`config.mk`:
```
export PLATFORM = sky130hd
export DESIGN_NAME = fetch_ctrl
export DESIGN_NICKNAME = d
export VERILOG_FILES = /design/src/rtl/fetch_pkg.sv /design/src/rtl/inst_mem.sv /design/src/rtl/fetch_ctrl.sv
export SDC_FILE = /design/constraint.sdc
export NUM_CORES = 1
export LEC_CHECK = 0
export CAP_MARGIN = 20
export CELL_PAD_IN_SITES_DETAIL_PLACEMENT = 1
export CELL_PAD_IN_SITES_GLOBAL_PLACEMENT = 1
export CORE_UTILIZATION = 43
export CTS_CLUSTER_SIZE = 8
export DETAILED_ROUTE_END_ITERATION = 8
export PLACE_DENSITY = 0.8
export RECOVER_POWER = 100
export SLEW_MARGIN = 0
export SYNTH_ARGS = -nofsm -noshare
export SYNTH_HDL_FRONTEND = slang
export SYNTH_HIERARCHICAL = 1
export SYNTH_SLANG_ARGS = --single-unit
```
`constraint.sdc`:
```
create_clock -name clk -period 2.5 [get_ports clk]
set_input_delay 0.25 -clock clk [delete_from_list [all_inputs] [get_ports clk]]
set_output_delay 0.25 -clock clk [all_outputs]
set_load 0.03 [all_outputs]
```
`src/rtl/fetch_pkg.sv`:
```
// Shared types and constants for the fetch controller.
// Latency: n/a (declarations only).
// Backpressure: n/a.
package fetch_pkg;

    typedef enum logic [1:0] {
        LOAD   = 2'd0,
        PAUSE  = 2'd1,
        RUN    = 2'd2,
        HALTED = 2'd3
    } fetch_state_t;

    // Opcode field value (inst[15:13]) that stops the core.
    localparam logic [2:0] HALT_OPCODE_DEF = 3'b111;

endpackage

```
`src/rtl/inst_mem.sv`:
```
// Instruction store: 2**ADDR_W x INST_W array, synchronous write, asynchronous read.
// Latency: write lands on the next clk edge; read is combinational from raddr.
// Backpressure: none; every write strobe is accepted.
//
// Ports:
//   clk   - rising-edge clock
//   we    - write strobe
//   waddr - write address
//   wdata - write data
//   raddr - read address
//   rdata - imem[raddr]
module inst_mem #(
    parameter int ADDR_W = 5,
    parameter int INST_W = 16
) (
    input  logic              clk,
    input  logic              we,
    input  logic [ADDR_W-1:0] waddr,
    input  logic [INST_W-1:0] wdata,
    input  logic [ADDR_W-1:0] raddr,
    output logic [INST_W-1:0] rdata
);

    // Contents survive reset by design: there is no reset on the array.
    logic [INST_W-1:0] mem [2**ADDR_W];

    always_ff @(posedge clk) begin
        if (we) begin
            mem[waddr] <= wdata;
        end
    end

    assign rdata = mem[raddr];

endmodule

```
`src/rtl/fetch_ctrl.sv`:
```
// Fetch controller: PC register, imem, LOAD/PAUSE/RUN/HALTED sequencing, retired counter.
// Latency: curr_inst is a combinational read at pc; pc/retired update on the edge after exec_en.
// Backpressure: run=0 pauses (no commit); step rising edges single-step; HALTED stalls until reset.
//
// Ports:
//   clk, reset                 - clock, synchronous active-high reset
//   load_we/addr/data          - imem write port, honoured only in LOAD
//   load_done                  - leave LOAD
//   run, step                  - free-run level, single-step level (rising edge acts)
//   next_inst_addr             - next PC from the datapath
//   curr_inst, curr_inst_addr  - instruction and PC presented to the datapath
//   exec_en                    - current instruction commits this cycle
//   halted                     - FSM is in HALTED (registered)
//   retired                    - saturating committed-instruction count
module fetch_ctrl
    import fetch_pkg::*;
#(
    parameter int         ADDR_W      = 5,
    parameter int         INST_W      = 16,
    parameter logic [2:0] HALT_OPCODE = HALT_OPCODE_DEF,
    parameter int         CNT_W       = 16
) (
    input  logic              clk,
    input  logic              reset,
    input  logic              load_we,
    input  logic [ADDR_W-1:0] load_addr,
    input  logic [INST_W-1:0] load_data,
    input  logic              load_done,
    input  logic              run,
    input  logic              step,
    input  logic [ADDR_W-1:0] next_inst_addr,
    output logic [INST_W-1:0] curr_inst,
    output logic [ADDR_W-1:0] curr_inst_addr,
    output logic              exec_en,
    output logic              halted,
    output logic [CNT_W-1:0]  retired
);

    fetch_state_t      state_q,   state_d;
    logic [ADDR_W-1:0] pc_q,      pc_d;
    logic              step_q,    step_d;
    logic [CNT_W-1:0]  retired_q, retired_d;
    logic              halted_q,  halted_d;

    logic step_rise;
    logic is_halt;
    logic exec_c;
    logic mem_we;

    assign mem_we = (state_q == LOAD) && load_we;

    inst_mem #(
        .ADDR_W (ADDR_W),
        .INST_W (INST_W)
    ) u_inst_mem (
        .clk   (clk),
        .we    (mem_we),
        .waddr (load_addr),
        .wdata (load_data),
        .raddr (pc_q),
        .rdata (curr_inst)
    );

    always_comb begin
        step_d    = step;
        step_rise = step & ~step_q;
        is_halt   = (curr_inst[15:13] == HALT_OPCODE);

        // RUN commits only while run is still high, so the cycle in which run
        // drops does not commit. Reset forces no commit in the reset cycle.
        exec_c = !reset && !is_halt &&
                 ((state_q == RUN && run) || (state_q == PAUSE && step_rise));

        pc_d      = exec_c ? next_inst_addr : pc_q;
        retired_d = (exec_c && (retired_q != {CNT_W{1'b1}})) ?
                    retired_q + CNT_W'(1) : retired_q;

        state_d = state_q;
        case (state_q)
            LOAD: begin
                if (load_done) state_d = PAUSE;
            end
            PAUSE: begin
                if (is_halt && (run || step_rise)) state_d = HALTED;
                else if (run && !is_halt)          state_d = RUN;
            end
            RUN: begin
                // Halt takes priority: the halt instruction never commits.
                if (is_halt)   state_d = HALTED;
                else if (!run) state_d = PAUSE;
            end
            HALTED: state_d = HALTED;
            default: state_d = LOAD;
        endcase

        halted_d = (state_d == HALTED);
    end

    always_ff @(posedge clk) begin
        if (reset) begin
            state_q   <= LOAD;
            pc_q      <= '0;
            step_q    <= 1'b0;
            retired_q <= '0;
            halted_q  <= 1'b0;
        end else begin
            state_q   <= state_d;
            pc_q      <= pc_d;
            step_q    <= step_d;
            retired_q <= retired_d;
            halted_q  <= halted_d;
        end
    end

    assign curr_inst_addr = pc_q;
    assign exec_en        = exec_c;
    assign halted         = halted_q;
    assign retired        = retired_q;

endmodule
```
==> reports/qor.txt <==
status: finished, violations left
violated checks: max-capacitance violations, max-slew violations, negative setup slack
Worst VDD drop: 0.000544 V
initial core utilization: 43.6%
Synth warnings: 6
Placed Cells incl. Taps: 2065
drt first-iter violations: 1573
chip height: 225 um
Fmax achieved: 0.293 GHz
Crit. End Element: primary output
CP max FO: 6
cell row count: 81
initial antenna violation count: 2
dpl ws: -0.423 ns
XOR/XNOR share of the synthesized area: 0.451%
Post-synth EDFFs: 512
worst min-delay path category: input pin to flip-flop
Worst path depth: 12
clk root buf: clkbuf_16
complex-gate fraction of the synthesized area: 5.20%
clock tree buffer depth: 3
fraction of registers with async set/reset: 0%
reg-to-reg critical path startpoint: curr_inst_addr[0]
pwr dens: 786 nW/um^2
Min-Delay Path Depth: 3
Via density: 6.17
crit path launch type: flip-flop
fin crit period: 3.41 ns
setup TNS: -82.79 ns
area share of the largest cell type after synthesis: 72.0%
Max Cap Viol: 16
CTS tree: yes
largest family of logic cells by synthesized area: multiplexers
max-slew violations: 528
H-Tree Depth: 3
antenna-violating nets left: 0
Hold Buf Count CTS: 0
# port buffers: 70
Area Overhead vs Synth: 30.5%
Synth area leader: edfxtp_1
Cell Area, Synth: 21400 um^2
vias in the first global route: 14800
flops & latches, synth: 537
crit path from: curr_inst_addr[0]
die area: 50600 um^2
Post-Synth Simple-Gate Area: 5.17%
Synth Instances: 1260
Die X: 225 um
setup clock skew after layout: 0.0303 ns
CP bufs+invs: 5
P_leak: 8.99 nW
cts bufs inserted: 77
GRT overflow: 0
Fillers: 4342
WP data required: 2.25 ns
slew margin rel.: -37.1%
Syn Nets: 1293
DR vias: 13700
period utilisation layout: 136%
met1 usage: 33.3%
layout cells sized above 1: 25.7%
post-synthesis sequential area ratio: 74.3%
# diodes: 0
critical path's largest stage delay: 0.44 ns
Final Non-Filler Cells: 2218
worst setup path end: exec_en
GRT met3 Usage: 5.71%
cell family with most CP delay: compound AO/OA/AOI/OAI gates
clock sink count: 537
most frequent cell after synthesis: edfxtp_1
drt pass-1 iters: 5
GRT busiest layer: met2
slowest stage cell, crit path: dfxtp_4
Synth area leaders: edfxtp_1 (72%), mux2i_1 (12%), dfxtp_1 (2.3%)
wire length of the first global-routing pass: 103 mm
Arrival @ worst endpoint: 3.16 ns
final setup violation count: 517
CP most frequent cell: buf_12
latest clock arrival within the worst-skew pair: 0.63 ns
Total Power: 0.0219 W
reg2reg end: retired[3]
setup ws final: -0.912 ns
post-DP HPWL: 36.8 mm
met2 usage in global routing: 50.2%
Core Footprint: 49000 um^2
final hold violations: 0
Worst-path clk slew: 0.06 ns
GRT Total Usage: 28.7%
unrepaired setup endpoints after global routing: true
final wirelength: 74.2 mm
GPL Wtd Cong: 0.810
Netlist cell types: 42
I/O pin count: 71
adder-cell area share of the yosys netlist: 0.0586%
Synth top cells by count: edfxtp_1 (512), mux2i_1 (256), a22oi_1 (64)
Worst R2R Setup Slack: -0.86 ns
hold_ws: 0.216 ns
drc violations: 0
nets: 1568
average instance area after synthesis: 17.0 um^2
WL/cell: 33.4 um
Critical Setup Path Class: flip-flop to primary output
largest net degree at the start of global routing: 35
commonest register cell after synthesis: edfxtp_1
worst-path cell chain: buf_12 -> buf_4 -> mux2i_1 -> a22o_1 -> nor3_2 -> a31oi_2 -> nand3_2 -> and3_4 -> a211o_4 -> buf_12 -> clkinv_8 -> buf_8
mux contribution to synthesized area: 12.0%
Reg2Reg Depth: 16
Worst-Margin Slew: 2.06 ns
[metal layers]
metal | vias to the layer above | wire length (um) | share of wire (%)
li1 | 5524 | - | -
met1 | 7137 | 26700 | 36
met2 | 795 | 37600 | 51
met3 | 232 | 5970 | 8.0
met4 | 0 | 3870 | 5.2
met5 | - | 0 | 0
[tightest hold or removal path, stage by stage]
cell             delay [ns]
clkdlybuf4s50_1        0.39
inv_1                  0.06
o21ai_1                0.08
[flip-flops by register name (all words and copies together), names as in the netlist]
name / flops
retired: 16
state_q: 2
step_q: 1
curr_inst_addr: 5
halted: 1
u_inst_mem/mem: 512
[worst min-delay path by stage]
stage | from | to
4_1_cts | next_inst_addr[3] | curr_inst_addr[3]
3_5_place_dp | retired[14] | retired[14]
6_report | next_inst_addr[3] | curr_inst_addr[3]
2_1_floorplan | load_data[0] | u_inst_mem/mem[0][0]
5_1_grt | next_inst_addr[3] | curr_inst_addr[3]
3_3_place_gp | retired[14] | retired[14]
[layout make-up]
| cell class | instances | area, um^2 | area share [%] |
|---|---|---|---|
| Clock buffer | 94 | 2080 | 7.44 |
| Clock inverter | 4 | 50.0 | 0.180 |
| Inverter | 6 | 35.0 | 0.126 |
| Multi-Input combinational cell | 644 | 5800 | 20.8 |
| Sequential cell | 537 | 15900 | 57.0 |
| Tap cell | 664 | 831 | 2.98 |
| Timing Repair Buffer | 269 | 3210 | 11.5 |
[logic make-up (layout without fill, tap and decap cells)]
kind of cell,Yosys count,in the layout
mux,257,257
xor+xnor,11,11
compound gates,159,159
fa+ha+maj,1,1
buf+inv,79,373
flops,537,537
simple gates,216,216
[report_power, final]
part	total [W]	leakage, nW	internal (W)	switching [W]
combinational	0.00227	3.14	0.000974	0.00130
clock	0.00967	1.04	0.00575	0.00392
sequential	0.00998	4.81	0.00994	0.0000402
total	0.0219	8.99	0.0167	0.00526
[placed cells by master, fill, tap and decap left out, types with 30 or more instances in the layout]
| cell | instances |
|---|---|
| buf_6 | 30 |
| mux2i_1 | 230 |
| a22oi_1 | 61 |
| clkbuf_16 | 81 |
| nor2_1 | 48 |
| edfxtp_1 | 512 |
| a21oi_1 | 31 |
| clkbuf_1 | 30 |
| dlygate4sd3_1 | 37 |
| buf_4 | 95 |
| a22o_1 | 32 |
| nand2_1 | 35 |
| buf_12 | 48 |
[through the flow]
stage | util [%] | instance area [um^2]
after floorplan | - | 21500
after global placement | 49.0 | 24000
after detailed placement | 49.0 | 24000
after CTS | 56.5 | 27700
after global routing | 57.0 | 27900
final | 57.0 | 27900
[repair_timing]
| action | in CTS | in global routing |
|---|---|---|
| gates cloned | 12 | 0 |
| pin swaps | 65 | 35 |
| setup buffers | 48 | 10 |
| gates resized for setup | 177 | 55 |
| endpoints found under the setup margin | 41 | 41 |
| endpoints found under the hold margin | 0 | 0 |
(Power assumes the default switching activity.)
